File: config.mk
export PLATFORM = sky130hd
export DESIGN_NAME = ball_launch_fsm
export DESIGN_NICKNAME = d
export VERILOG_FILES = /design/src/rtl/ball_launch_fsm_pkg.sv /design/src/rtl/ball_launch_fsm_frame_counter.sv /design/src/rtl/ball_launch_fsm.sv
export SDC_FILE = /design/constraint.sdc
export NUM_CORES = 1
export LEC_CHECK = 0
export BUFFER_PORTS_ARGS = -buffer_cell sky130_fd_sc_hd__buf_2
export CAP_MARGIN = 20
export CORE_ASPECT_RATIO = 1.2
export CORE_MARGIN = 3
export CORE_UTILIZATION = 35
export DETAILED_ROUTE_END_ITERATION = 10
export MAX_ROUTING_LAYER = met4
export PLACE_DENSITY_LB_ADDON = 0.1
export SYNTH_ARGS = -nofsm -noshare
export SYNTH_HDL_FRONTEND = slang
export SYNTH_SLANG_ARGS = --single-unit
File: constraint.sdc
create_clock -name clk -period 14 [get_ports clk]
set_clock_uncertainty 0.15 [all_clocks]
set_input_delay 2.8 -clock clk [delete_from_list [all_inputs] [get_ports clk]]
set_output_delay 2.8 -clock clk [all_outputs]
set_load 0.03 [all_outputs]
File: src/rtl/ball_launch_fsm_pkg.sv
`default_nettype none
// ============================================================================
// Module      : ball_launch_fsm_pkg
// Description : Shared types and default constants for the ball launch
//               sequencer. This file has no ports. It defines:
//                 - launch_state_t : sequencer state encoding
//                 - LAUNCH_*       : default parameter values
//                 - speed_magnitude: |speedY|, safe for the most negative int
//               Optional feature macro used by the consumers of this
//               package: BALL_LAUNCH_COOLDOWN_EN.
// Revision    : 1.0 - initial release
// ============================================================================
package ball_launch_fsm_pkg;

  localparam int LAUNCH_MIN_CHARGE_FRAMES = 4;
  localparam int LAUNCH_MIN_SPEED         = 2;
  localparam int LAUNCH_MAX_SPEED         = 400;
  localparam int LAUNCH_COOLDOWN_FRAMES   = 30;

  typedef enum logic [2:0] {
    READY    = 3'd0,
    CHARGING = 3'd1,
    LAUNCH   = 3'd2,
    IN_PLAY  = 3'd3,
    COOLDOWN = 3'd4
  } launch_state_t;

  // The most negative int has no positive two's-complement counterpart, so it
  // maps straight to the clamp value instead of wrapping back to itself.
  function automatic logic [31:0] speed_magnitude(input logic signed [31:0] speed,
                                                  input logic [31:0]        max_speed);
    if (speed == 32'sh8000_0000) begin
      return max_speed;
    end else if (speed < 0) begin
      return $unsigned(-speed);
    end else begin
      return $unsigned(speed);
    end
  endfunction

endpackage
`default_nettype wire

File: src/rtl/ball_launch_fsm_frame_counter.sv
`default_nettype none
// ============================================================================
// Module      : ball_launch_fsm_frame_counter
// Description : Saturating 8-bit count of startOfFrame pulses. It is held at
//               zero while clear is high. It is used for the charge time and
//               for the post-drain cooldown of ball_launch_fsm.
// Ports       : clk          in   system clock
//               resetN       in   synchronous active-low reset
//               clear        in   synchronous clear (wins over counting)
//               startOfFrame in   one-clock pulse per video frame
//               count        out  frames counted, saturates at 255
// Revision    : 1.0 - initial release
// ============================================================================
module ball_launch_fsm_frame_counter (
  input  logic       clk,
  input  logic       resetN,
  input  logic       clear,
  input  logic       startOfFrame,
  output logic [7:0] count
);

  always_ff @(posedge clk) begin
    if (!resetN || clear) begin
      count <= 8'd0;
    end else if (startOfFrame && (count != 8'hFF)) begin
      count <= count + 8'd1;
    end
  end

endmodule
`default_nettype wire

File: src/rtl/ball_launch_fsm.sv
`default_nettype none
// ============================================================================
// Module      : ball_launch_fsm
// Description : Frame-synchronous plunger launch sequencer. It sits after the
//               spring block. When key5 is released after a long enough
//               charge, it launches the ball with the spring's clamped speed.
//               It ignores the plunger while the ball is in play.
//               Optional feature: define BALL_LAUNCH_COOLDOWN_EN to add a
//               frame-counted cooldown after ballLost before READY.
// Ports       : clk           in   system clock
//               resetN        in   synchronous active-low reset
//               startOfFrame  in   one-clock pulse per video frame
//               key5IsPressed in   plunger key level
//               reset_level   in   synchronous level restart
//               springSpeedY  in   signed speedY from the spring block
//               ballLost      in   ball drained (pulse or level)
//               launchPulse   out  high for one clock per launch
//               launchSpeedY  out  latched launch velocity (negative = up)
//               ballOnSpring  out  ball resting in the plunger lane
//               launchCount   out  launches since reset, saturating at 255
// Revision    : 1.0 - initial release
// ============================================================================
module ball_launch_fsm
  import ball_launch_fsm_pkg::*;
#(
  parameter int MIN_CHARGE_FRAMES = LAUNCH_MIN_CHARGE_FRAMES,
  parameter int MIN_LAUNCH_SPEED  = LAUNCH_MIN_SPEED,
  parameter int MAX_LAUNCH_SPEED  = LAUNCH_MAX_SPEED,
  parameter int COOLDOWN_FRAMES   = LAUNCH_COOLDOWN_FRAMES
) (
  input  logic               clk,
  input  logic               resetN,
  input  logic               startOfFrame,
  input  logic               key5IsPressed,
  input  logic               reset_level,
  input  logic signed [31:0] springSpeedY,
  input  logic               ballLost,
  output logic               launchPulse,
  output logic signed [31:0] launchSpeedY,
  output logic               ballOnSpring,
  output logic [7:0]         launchCount
);

  launch_state_t state;

  // Charge timer: the counter holds at zero outside CHARGING. So entering
  // CHARGING always starts from zero, including after a reset_level.
  logic       charge_clear;
  logic [7:0] charge_frames;

  assign charge_clear = reset_level || (state != CHARGING);

  ball_launch_fsm_frame_counter u_charge_counter (
    .clk          (clk),
    .resetN       (resetN),
    .clear        (charge_clear),
    .startOfFrame (startOfFrame),
    .count        (charge_frames)
  );

  // Release evaluation, used only on the frame where the key is released.
  logic [31:0]        release_mag;
  logic [31:0]        launch_mag;
  logic               release_valid;
  logic signed [31:0] release_speed;

  always_comb begin
    release_mag   = speed_magnitude(springSpeedY, 32'(MAX_LAUNCH_SPEED));
    launch_mag    = (release_mag > 32'(MAX_LAUNCH_SPEED)) ? 32'(MAX_LAUNCH_SPEED) : release_mag;
    release_valid = ({24'd0, charge_frames} >= 32'(MIN_CHARGE_FRAMES)) &&
                    (release_mag >= 32'(MIN_LAUNCH_SPEED));
    release_speed = -$signed(launch_mag);
  end

`ifdef BALL_LAUNCH_COOLDOWN_EN
  logic       cool_clear;
  logic [7:0] cool_frames;
  logic       cool_done;

  assign cool_clear = reset_level || (state != COOLDOWN);

  ball_launch_fsm_frame_counter u_cool_counter (
    .clk          (clk),
    .resetN       (resetN),
    .clear        (cool_clear),
    .startOfFrame (startOfFrame),
    .count        (cool_frames)
  );

  // This frame is the COOLDOWN_FRAMES-th one counted in COOLDOWN.
  assign cool_done = startOfFrame && (({24'd0, cool_frames} + 32'd1) >= 32'(COOLDOWN_FRAMES));
`else
  logic [7:0] unused_cooldown_frames;
  assign unused_cooldown_frames = 8'(COOLDOWN_FRAMES);
`endif

  always_ff @(posedge clk) begin
    if (!resetN) begin
      state        <= READY;
      launchPulse  <= 1'b0;
      launchSpeedY <= 32'sd0;
      ballOnSpring <= 1'b1;
      launchCount  <= 8'd0;
    end else if (reset_level) begin
      // launchCount deliberately survives a level restart.
      state        <= READY;
      launchPulse  <= 1'b0;
      launchSpeedY <= 32'sd0;
      ballOnSpring <= 1'b1;
    end else begin
      launchPulse <= 1'b0;
      case (state)
        READY: begin
          ballOnSpring <= 1'b1;
          if (startOfFrame && key5IsPressed) begin
            state <= CHARGING;
          end
        end

        CHARGING: begin
          if (startOfFrame && !key5IsPressed) begin
            if (release_valid) begin
              // Pulse, speed and count all become visible in the LAUNCH clock.
              state        <= LAUNCH;
              launchPulse  <= 1'b1;
              launchSpeedY <= release_speed;
              if (launchCount != 8'hFF) begin
                launchCount <= launchCount + 8'd1;
              end
            end else begin
              state <= READY;
            end
          end
        end

        LAUNCH: begin
          state        <= IN_PLAY;
          ballOnSpring <= 1'b0;
        end

        IN_PLAY: begin
          if (ballLost) begin
            ballOnSpring <= 1'b1;
`ifdef BALL_LAUNCH_COOLDOWN_EN
            state <= COOLDOWN;
`else
            state <= READY;
`endif
          end
        end

`ifdef BALL_LAUNCH_COOLDOWN_EN
        COOLDOWN: begin
          // The key is not looked at here. A held key must be seen again on
          // a frame in READY before charging starts.
          if (cool_done) begin
            state <= READY;
          end
        end
`endif

        default: begin
          state        <= READY;
          ballOnSpring <= 1'b1;
        end
      endcase
    end
  end

endmodule
`default_nettype wire

==> impl_results.md, run 1 <==
* RD Place Congestion at 0.8852
* Latest clock arrival within the worst-skew pair at 0.29 ns
* Total power at 0.3176 mW
* RSZ-0062 raised after global routing: no
* Worst EP arrival at 6.87 ns
* CTS buffer count at 5
* Distinct cells, synth at 67
* Top FF cell, synth: dfxtp_1
* Worst Path Buf+Inv at 2
* Root Driver: clkbuf_16
* Depth of the CTS H-tree at 2
* Buffers on Ports at 79
* Most frequent cells in the layout: 79 x buf_2, 73 x nor2_1, 52 x dfxtp_1, 42 x nand2_1, 20 x nand4_1
* Overall routing resource usage at 17.66%
* DR iter-0 viols at 201
* Via-per-instance ratio at 5.595
* Top Family by Delay on Critical Path: simple AND/OR/NAND/NOR gates
* WL final at 9770 µm
* Die height at 115.2 µm
* Ports at 80
* Area of the multi-input gates at 0.002263 mm²
* Clk buf depth at 2
* Crit-path cells: buf_2, inv_1, ha_1, nor3b_2, nand4_1, nor4_1, xnor2_1, nor2_1, o21ai_1, a211o_1, or3_1, ha_1, and3_1, nand3_1, o31ai_2, nor2_1
* Row count at 39
* GR Util met3 at 2.184%
* DP HPWL at 7453 µm
* Setup CP Type: primary input to register
* Initial core utilization at 36.20%
* Hold Crit Class: register to register
* Layout area overhead at 16.90%
* Yosys reg bits at 52
* Die width at 97.02 µm
* Vias in the first global route at 3,185
* Final setup vio count at 0
* Register area at 0.001041 mm²
* DR vias at 3,564
* Highest Clock Rate at 145.9 MHz
* CTS tree: yes
* Crit Path Max Fanout at 10
* Setup bufs post-CTS at 0
* Post-CTS Hold Buffers at 0
* Min cycle time layout at 6.856 ns
* DRT antenna net count at 0
* Critical Path RT at 14.01 ns
* Mapped cell area at 0.003480 mm²
* Fin crit share at 48.97%
* Global-route wire length before repair at 16,040 µm
* Setup TNS Final at 0 ns
* Slowest stage cell, crit path: nor3b_2
* Quantity of gates resized following cts at 0
* Number of clock sinks at 52
* Met1 Use GR at 22.58%
* Synth Instances at 450
* Sequential-to-total area share from yosys stat at 29.92%
* Max rail drop VDD at 46.16 µV
* Antenna Cells at 0
* Crit. End Element: register
* Ys async rst share at 0%
* Congestion Overflow GR at 0
* Post-synth EDFFs at 0
* Core box area at 0.009613 mm²
* Synthesis Warnings at 0
* Mapped Nets at 494
* Final nets at 557
* Outcome: completed
* M2 GR Usage at 28.68%
* Pins over their slew limit at 0
* Actual slew at the worst max-slew pin at 0.8891 ns
* Syn avg cell area at 7.732 µm²
* Crit start category: primary input
* Crit path largest cell delay at 0.49 ns
* Full die area at 0.01118 mm²
* Largest net degree at the start of global routing at 45
* Fill cells at 998
* Antenna violations before repair at 0
* # DRC at 0
* Max-slew headroom at 40.51%
* Commonest non-fill, non-tap cell in the layout: buf_2
* Routed length per instance at 15.34 µm
* Final hold vios at 0
* Leakage at 1.518 nW
* Initial DRT Pass Iterations at 4
* Global routing's busiest layer: met2
* Pwr dens at 78.07 mW/mm²
* Max_cap viols at 0
* Clock-pin slew on the worst setup and hold paths at 0.07 ns
* Share of layout cells above drive strength 1 at 21.21%
==> flip-flops by register name, indices dropped and copies added (netlist names) <==
signal and cells:
launchSpeedY 32, state 2, launchCount 8, ballOnSpring 1, launchPulse 1, u_charge_counter.count 8
==> stage by stage <==
step | instances | hold WS [ns] | util (%) | setup WS [ns] | cell area [µm²]
CTS | 637 | 0.3199 | 42.31 | 7.183 | 4068
detailed placement | 629 | 0.3046 | 40.75 | 6.910 | 3918
global placement | 629 | 0.2961 | 40.75 | 6.953 | 3918
global route | 637 | 0.3280 | 42.31 | 6.711 | 4068
floorplan | 450 | 0.3219 | - | 7.569 | 3480
finish | 637 | 0.3150 | 42.31 | 7.144 | 4068
==> cells in the mapped netlist, types with 3 or more instances <==
library cell | count | share of area, %
or3_1 | 5 | 0.90
a21oi_1 | 15 | 2.2
a31o_2 | 3 | 0.76
and3_1 | 7 | 1.3
a211oi_1 | 9 | 1.9
nand3b_1 | 3 | 0.65
nor2b_1 | 4 | 0.72
ha_1 | 6 | 2.2
o22ai_1 | 4 | 0.72
o31ai_1 | 3 | 0.65
o21ai_0 | 10 | 1.4
nor4_2 | 3 | 1.1
and2_1 | 4 | 0.72
mux2i_1 | 8 | 2.3
nand4b_1 | 4 | 1.0
dfxtp_1 | 52 | 30
nand2b_1 | 3 | 0.54
or2_2 | 3 | 0.54
and4_1 | 3 | 0.76
xnor2_1 | 7 | 1.8
inv_1 | 15 | 1.6
nor4_1 | 11 | 2.0
nor4b_1 | 4 | 1.0
o32ai_1 | 4 | 1.0
nand2_1 | 42 | 4.5
xor2_1 | 13 | 3.3
buf_2 | 8 | 1.2
nor2_1 | 73 | 7.9
a31oi_1 | 5 | 0.90
clkbuf_1 | 13 | 1.4
nor3_1 | 17 | 2.4
nand3_1 | 14 | 2.0
nand4_1 | 20 | 3.6
o211ai_1 | 4 | 0.86
or4_1 | 6 | 1.3
a211o_1 | 4 | 1.0
o31a_1 | 4 | 1.0
==> worst reg2reg max path, delay by kind of cell (launching register included) <==
kind	cells	cell delay (ns)
and+or+nand+nor	4	1.17
DFF	1	0.42
buffers and inverters	1	0.41
AOI/OAI and AO/OA	1	0.24
muxes	1	0.19
==> routing by layer <==
layer | share of wire (%) | vias up
li1 | - | 1797
met1 | 45 | 1615
met3 | 4.4 | 21
met5 | 0 | -
met2 | 47 | 131
met4 | 3.0 | 0
==> worst paths after layout <==
path	start	to	slack, ns	depth (start not counted)
hold reg to reg	launchSpeedY[3]$_SDFFE_PP0P_	launchSpeedY[3]$_SDFFE_PP0P_	0.31	2
setup reg to reg	u_charge_counter.count[3]$_SDFFE_PP0P_	launchCount[1]$_SDFFE_PN0P_	11.34	7
setup / recovery	springSpeedY[0]	launchSpeedY[10]$_SDFFE_PP0P_	7.14	16
hold / removal	launchSpeedY[3]$_SDFFE_PP0P_	launchSpeedY[3]$_SDFFE_PP0P_	0.31	2
==> where the power goes <==
| group | internal [mW] | total (mW) | leakage (nW) | switching (mW) |
|---|---|---|---|---|
| Sequential | 0.148 | 0.148 | 0.419 | 0.000169 |
| Clock | 0.0712 | 0.123 | 0.0701 | 0.0523 |
| Combinational | 0.0159 | 0.0459 | 1.03 | 0.0300 |
==> cells by family after synthesis <==
family | Yosys count | share of synthesized area, %
muxes | 9 | 2.625
AOI/OAI and AO/OA | 90 | 19.70
xor gates and xnor gates | 20 | 5.034
adders and majority gates | 6 | 2.157
and+or+nand+nor | 234 | 35.53
DFF | 52 | 29.92
buffers and inverters | 39 | 5.034
==> area by class of cell <==
type	instances	share of cell area, %
clock inverter	1	0.1846
timing repair buffer	80	9.905
sequential	52	25.59
tap	123	3.783
multi-input combinational	359	55.64
clock buffer	7	3.507
inverter	15	1.384
Power figures use the tool's default switching activity.
==> inputs of run 2 (changes only) <==
--- a/config.mk
+++ b/config.mk
@@ -5,6 +5,7 @@
 export SDC_FILE = /design/constraint.sdc
 export NUM_CORES = 1
 export LEC_CHECK = 0
+export ABC_AREA = 1
 export BUFFER_PORTS_ARGS = -buffer_cell sky130_fd_sc_hd__buf_2
 export CAP_MARGIN = 20
 export CORE_ASPECT_RATIO = 1.2
==> constraint.sdc (replaced) <==
create_clock -name clk -period 6.1 [get_ports clk]
set_clock_uncertainty 0.15 [all_clocks]
set_input_delay 1.22 -clock clk [delete_from_list [all_inputs] [get_ports clk]]
set_output_delay 1.22 -clock clk [all_outputs]
set_load 0.03 [all_outputs]
==> run 2 against run 1 <==
First-iteration DRC count is 39% lower. Critical path type unchanged. Cell count increased by 21%. Count of clock-buffer cells in the layout grew 1. Critical endpoint is now launchSpeedY[12]$_SDFFE_PP0P_. Largest cell class unchanged. Highest routed layer unchanged. Non-clock buffer count is the same.
==> impl_results.md, run 2 <==
* CP Launch Point: springSpeedY[31]
* Dpl cells at 761
* Fin crit share at 66.88%
* Post-Synth Adder-Cell Area at 2.034%
* Most frequent cells in the layout: 138 x nand2_1, 79 x buf_2, 71 x inv_1, 64 x nor2_1, 52 x dfxtp_1
* Simple-gate share of the synthesized area at 41.80%
* Ports at 80
* Yosys reg bits at 52
* Global-route wire length before repair at 16,500 µm
* Area leader, netlist: dfxtp_1
* Full die area at 0.01182 mm²
* End-of-flow core utilization at 42.61%
* Final hold vios at 0
* Routed wire length on met2 at 4892 µm
* Vias in the first global route at 3,538
* Mux contribution to synthesized area at 0%
* Distinct cells, synth at 40
* Synth area leaders: dfxtp_1 28%, nand2_1 14%, inv_1 7.2%
* Worst Hold Margin at 0.3083 ns
* Quantity of gates resized following cts at 0
* Initial core utilization at 36.33%
* Worst EP arrival at 4.12 ns
* Die height at 118.5 µm
* Buffers on Ports at 79
* Xor/xnor share of the synthesized area at 3.559%
* Crit path largest cell delay at 0.48 ns
* Max layer used: met4
* Synthesis Warnings at 0
* Final nets at 686
* Worst r2r src: state[0]$_SDFFE_PP0P_
* Top FF cell, synth: dfxtp_1
* Hold Crit Class: register to register
* Max_cap viols at 0
* Outcome: completed
* Crit start category: primary input
* Worst R2R Path Depth at 9
* Leakage at 2.187 nW
* Initial DRT Pass Iterations at 4
* Post-synth EDFFs at 0
* DR WL met3 at 429 µm
* Mapped Nets at 611
* Syn avg cell area at 6.510 µm²
* Setup CP Type: primary input to register
* WHS Endpoint: launchSpeedY[21]$_SDFFE_PP0P_
* Layout area overhead at 17.29%
* Latest clock arrival within the worst-skew pair at 0.29 ns
* Routed metal-1 wirelength at 4171 µm
* # DRC at 0
* CTS tree: yes
* DR iter-0 viols at 123
* Main combinational cell family by area after synthesis: simple AND/OR/NAND/NOR gates
* DP HPWL at 7930 µm
* Post-synth top area share at 28.20%
* Slowest stage cell, crit path: buf_2
* Final setup vio count at 0
* Pwr dens at 169.0 mW/mm²
* Critical Path RT at 6.14 ns
* Setup TNS Final at 0 ns
* Commonest non-fill, non-tap cell in the layout: nand2_1
* Most common cell in the netlist: nand2_1
* Largest net degree at the start of global routing at 46
* RSZ-0062 raised after global routing: no
* Share of layout cells above drive strength 1 at 21.46%
* Antenna Cells at 0
* Actual slew at the worst max-slew pin at 0.6214 ns
* Die width at 99.75 µm
* DR vias at 3,769
* Post-synth top cells: 138 x nand2_1, 71 x inv_1, 65 x nor2_1
* Max rail drop VDD at 114.5 µV
* HP Start: launchSpeedY[21]$_SDFFE_PP0P_
* Crit Path Max Fanout at 35
* Mapped cell area at 0.003691 mm²
* Hold path depth at 1
* Crit-path cells: buf_2, inv_4, or2_2, xor2_1, nor2_4, nand2_1, nor2_2, nor2_2, nor2_4, nand2_4, a31oi_1, nand2_1, ha_1, inv_1, nor2_2, nand4_2, nand2_1, inv_1
* Register area at 0.001041 mm²
* Biggest register: launchSpeedY
* Ys async rst share at 0%
* Depth of the CTS H-tree at 2
* Routed length per instance at 12.59 µm
* DRT antenna net count at 0
* RD Place Congestion at 0.8892
* Fill cells at 1,117
* Area of the multi-input gates at 0.002293 mm²
* WL final at 9681 µm
* Max FFs per register at 32
* Antenna violations before repair at 0
* Max-slew headroom at 58.57%
* Via-per-instance ratio at 4.901
* Clk buf depth at 2
* CTS buffer count at 5
* Row count at 40
* Synth Area in Compound Gates at 14.68%
* Setup bufs post-CTS at 0
* Pins over their slew limit at 0
* Clock-pin slew on the worst setup and hold paths at 0.06 ns
* Min cycle time layout at 4.079 ns
* Root Driver: clkbuf_16
* Highest Clock Rate at 245.1 MHz
* Number of clock sinks at 52
* RR Endpoint: launchSpeedY[22]$_SDFFE_PP0P_
* Synth Instances at 567
* Post-route insts no fill at 769
* Congestion Overflow GR at 0
* FF-to-FF setup slack at 3.96 ns
* Sequential-to-total area share from yosys stat at 28.20%
* Top Registers: launchSpeedY: 32 flops, launchCount: 8 flops, u_charge_counter.count: 8 flops
* Overall routing resource usage at 17.35%
* Core box area at 0.01016 mm²
* Crit. End Element: register
* Post-CTS Hold Buffers at 0
==> run 2: worst max-delay path, delay by kind of cell <==
| family | cells | cell delay (ns) |
|---|---|---|
| adder cells (fa/ha/maj) | 1 | 0.18 |
| XOR/XNOR | 1 | 0.40 |
| AO/OA/AOI/OAI | 1 | 0.07 |
| AND/OR/NAND/NOR | 11 | 1.52 |
| buffers and inverters | 4 | 0.72 |
==> run 2: worst max path at each step <==
stage / end / slack, ns / cells after the start
6_report: launchSpeedY[12]$_SDFFE_PP0P_ / 2.02 / 18
2_1_floorplan: launchSpeedY[8]$_SDFFE_PP0P_ / 2.35 / 23
5_1_grt: launchSpeedY[8]$_SDFFE_PP0P_ / 1.65 / 20
4_1_cts: launchSpeedY[12]$_SDFFE_PP0P_ / 1.98 / 18
3_3_place_gp: launchSpeedY[16]$_SDFFE_PP0P_ / 1.76 / 18
3_5_place_dp: launchSpeedY[12]$_SDFFE_PP0P_ / 1.67 / 18
==> run 2: cells by family after synthesis <==
| logic type | after synthesis |
|---|---|
| AO/OA/AOI/OAI | 90 |
| XOR/XNOR | 15 |
| adder cells (fa/ha/maj) | 6 |
| buffers and inverters | 88 |
| flip-flops | 52 |
| AND/OR/NAND/NOR | 316 |
==> run 2: final cells by class <==
type,count,area share (%)
Inverter,76,6.647
Multi-Input combinational cell,427,52.98
Timing Repair Buffer,80,9.306
Tap cell,126,3.642
Clock buffer,8,3.381
Sequential cell,52,24.05
==> run 2: through the flow <==
stage                     setup WS (ns)  cell area [µm²]  power [mW]
after floorplan                   2.354             3691      0.4209
after global placement            1.761             4183      0.4581
after detailed placement          1.675             4183      0.4588
after CTS                         1.984             4329      0.7414
after global routing              1.647             4329      0.7698
final                             2.021             4329      0.7316
==> run 2: report_power, final <==
part | internal, mW | switching (mW) | leakage [nW]
Clock | 0.164 | 0.117 | 0.0712
Combinational | 0.0365 | 0.0745 | 1.70
Sequential | 0.340 | 0.000259 | 0.419
==> run 2: layer usage <==
layer  GRT usage [%]  vias up
met2           31.14       95
li1                -     1986
met3           1.653       14
met5               -        -
met4           5.807        0
met1           19.92     1674
==> inputs of run 3 (changes only) <==
--- a/config.mk
+++ b/config.mk
@@ -5,7 +5,7 @@
 export SDC_FILE = /design/constraint.sdc
 export NUM_CORES = 1
 export LEC_CHECK = 0
-export ABC_AREA = 1
+export ABC_AREA = 0
 export BUFFER_PORTS_ARGS = -buffer_cell sky130_fd_sc_hd__buf_2
 export CAP_MARGIN = 20
 export CORE_ASPECT_RATIO = 1.2
==> constraint.sdc (replaced) <==
create_clock -name clk -period 3.6 [get_ports clk]
set_clock_uncertainty 0.15 [all_clocks]
set_input_delay 0.72 -clock clk [delete_from_list [all_inputs] [get_ports clk]]
set_output_delay 0.72 -clock clk [all_outputs]
set_load 0.03 [all_outputs]
==> run 3 against run 2 <==
The run now ends with negative setup slack left. First-iteration DRC count up 20%. Non-clock buffer count is 136 higher. Cell count rose by 0.65%. Combinational power rose to 2.6 times the previous value. Register-to-register slack got worse by 2.7 ns. Global-route usage up 3.3 points. Worst hold slack better by 0.0042 ns. Worst setup slack lost 2.4 ns. Critical endpoint is now launchSpeedY[6]$_SDFFE_PP0P_. Highest routed layer unchanged.
==> impl_results.md, run 3 (synthesized netlist as in run 1, its figures left out) <==
* Final hold vios at 0
* Initial core utilization at 36.20%
* Ports at 80
* Via-per-instance ratio at 5.441
* RSZ-0062 raised after global routing: yes
* Worst R2R Path Depth at 8
* Max_cap viols at 0
* Post-route cell area at 0.005525 mm²
* Critical Path RT at 3.59 ns
* Max layer used: met4
* Congestion Overflow GR at 0
* # DRC at 0
* Hold path depth at 2
* Total power at 1.348 mW
* Routed metal-1 wirelength at 4878 µm
* Most frequent cells in the layout: 123 x buf_4, 77 x buf_2, 63 x nor2_1, 52 x dfxtp_1, 39 x nand2_1
* Routed wire length on met2 at 6172 µm
* Number of clock sinks at 52
* Dpl cells at 747
* Post-route insts no fill at 774
* Actual slew at the worst max-slew pin at 0.8663 ns
* Final worst slack at -0.3553 ns
* Core box area at 0.009613 mm²
* DRT antenna net count at 0
* Top Registers: launchSpeedY: 32 flops, launchCount: 8 flops, u_charge_counter.count: 8 flops
* Crit. End Element: register
* Overall routing resource usage at 20.61%
* Max FFs per register at 32
* Vias in the first global route at 3,911
* Initial DRT Pass Iterations at 5
* Hold Crit Class: register to register
* Die height at 115.2 µm
* Biggest register: launchSpeedY
* Post-CTS Hold Buffers at 0
* Die width at 97.02 µm
* Final nets at 694
* Max rail drop VDD at 172.2 µV
* CTS buffer count at 5
* Full die area at 0.01118 mm²
* DR WL met3 at 467 µm
* DR iter-0 viols at 148
* Layout area overhead at 58.79%
* DR vias at 4,211
* RD Place Congestion at 0.9603
* Crit Path Max Fanout at 3
* Global-route wire length before repair at 18,700 µm
* Row count at 39
* Share of layout cells above drive strength 1 at 44.85%
* Failing checks: negative setup slack
* Depth of the CTS H-tree at 2
* Crit start category: primary input
* Antenna violations before repair at 0
* Leakage at 2.280 nW
* Pins over their slew limit at 0
* DP HPWL at 9076 µm
* Fin crit share at 109.9%
* Max-slew headroom at 42.10%
* Commonest non-fill, non-tap cell in the layout: buf_4
* Routed length per instance at 15.26 µm
* Min cycle time layout at 3.955 ns
* Worst EP arrival at 3.95 ns
* Setup CP Type: primary input to register
* Root Driver: clkbuf_16
* Clk buf depth at 2
* Pwr dens at 243.9 mW/mm²
* Buffers on Ports at 79
* Clock-pin slew on the worst setup and hold paths at 0.06 ns
* Outcome: finished with violations
* CTS tree: yes
* Placed Area at 0.004921 mm²
* Final setup vio count at 22
* Latest clock arrival within the worst-skew pair at 0.29 ns
* Largest net degree at the start of global routing at 24
* Highest Clock Rate at 252.8 MHz
* Antenna Cells at 0
* WL final at 11,810 µm
==> run 3: cell types whose count changed in the layout (fill, tap and decap cells not counted), moves of 7 or more <==
| cell | previous run | this run |
|---|---|---|
| buf_4 | 1 | 123 |
| nand4_1 | 11 | 20 |
| nor4_1 | 1 | 8 |
| nand2_1 | 138 | 39 |
| inv_1 | 71 | 13 |
| o21a_1 | 25 | 2 |
| o21ai_0 | 29 | 8 |
| a21oi_1 | 21 | 14 |
| nand3_1 | 46 | 11 |
| nor3_1 | 6 | 17 |
| mux2i_1 | 0 | 8 |
| buf_6 | 0 | 11 |
==> run 3: area by class of cell <==
class | count | area, µm²
fill | 854 | 4088
multi-input combinational | 360 | 2566
timing repair buffer | 216 | 1538
sequential | 52 | 1041
tap | 123 | 153.9
clock buffer | 6 | 138.9
inverter | 15 | 73.82
clock inverter | 2 | 13.76
==> run 3: final timing paths <==
check | startpoint | end | slack, ns
worst max-delay path | springSpeedY[0] | launchSpeedY[6]$_SDFFE_PP0P_ | -0.36
worst max register to register | u_charge_counter.count[3]$_SDFFE_PP0P_ | launchSpeedY[2]$_SDFFE_PP0P_ | 1.28
worst min register to register | launchSpeedY[3]$_SDFFE_PP0P_ | launchSpeedY[3]$_SDFFE_PP0P_ | 0.31
worst min-delay path | launchSpeedY[3]$_SDFFE_PP0P_ | launchSpeedY[3]$_SDFFE_PP0P_ | 0.31
==> run 3: layer usage <==
layer | up-vias | GRT usage [%]
met3 | 19 | 2.306
met2 | 108 | 36.79
met5 | - | -
li1 | 2071 | -
met1 | 2013 | 23.28
met4 | 0 | 9.176
==> run 3: report_power, final <==
group	internal (mW)	switching, mW
Clock	0.278	0.203
Combinational	0.140	0.150
Sequential	0.576	0.000689
Total	0.993	0.354
==> run 3: metrics by stage <==
step | setup TNS [ns] | hold slack (ns) | setup slack, ns | utilization, %
final | -4.535 | 0.3125 | -0.3553 | 57.48
after global routing | -9.971 | 0.3386 | -0.5345 | 57.48
after CTS | -4.317 | 0.3175 | -0.3682 | 54.07
after detailed placement | -19.51 | 0.3021 | -0.7344 | 51.19
after global placement | -20.56 | 0.2971 | -0.7629 | 51.19
after floorplan | -5.198 | 0.3219 | -0.4337 | -
==> run 3: critical path: stages <==
cell      delay [ns]
buf_8           0.10
inv_6           0.05
ha_4            0.13
or3b_4          0.40
nor4_4          0.28
buf_4           0.20
nand3_2         0.08
o311ai_2        0.09
buf_4           0.15
nand4_1         0.10
a211o_1         0.32
a211o_1         0.27
or3_4           0.38
ha_4            0.17
and3_4          0.14
xor2_1          0.13
nor3_1          0.17
nor3_1          0.06
==> run 3: repair_timing <==
item | 4_1_cts | 5_1_grt
resized for setup | 14 | 51
hold endpoints to repair | 0 | 0
buffers inserted | 10 | 7
gates cloned | 0 | 3
setup endpoints to repair | 37 | 42
pin swaps | 20 | 24
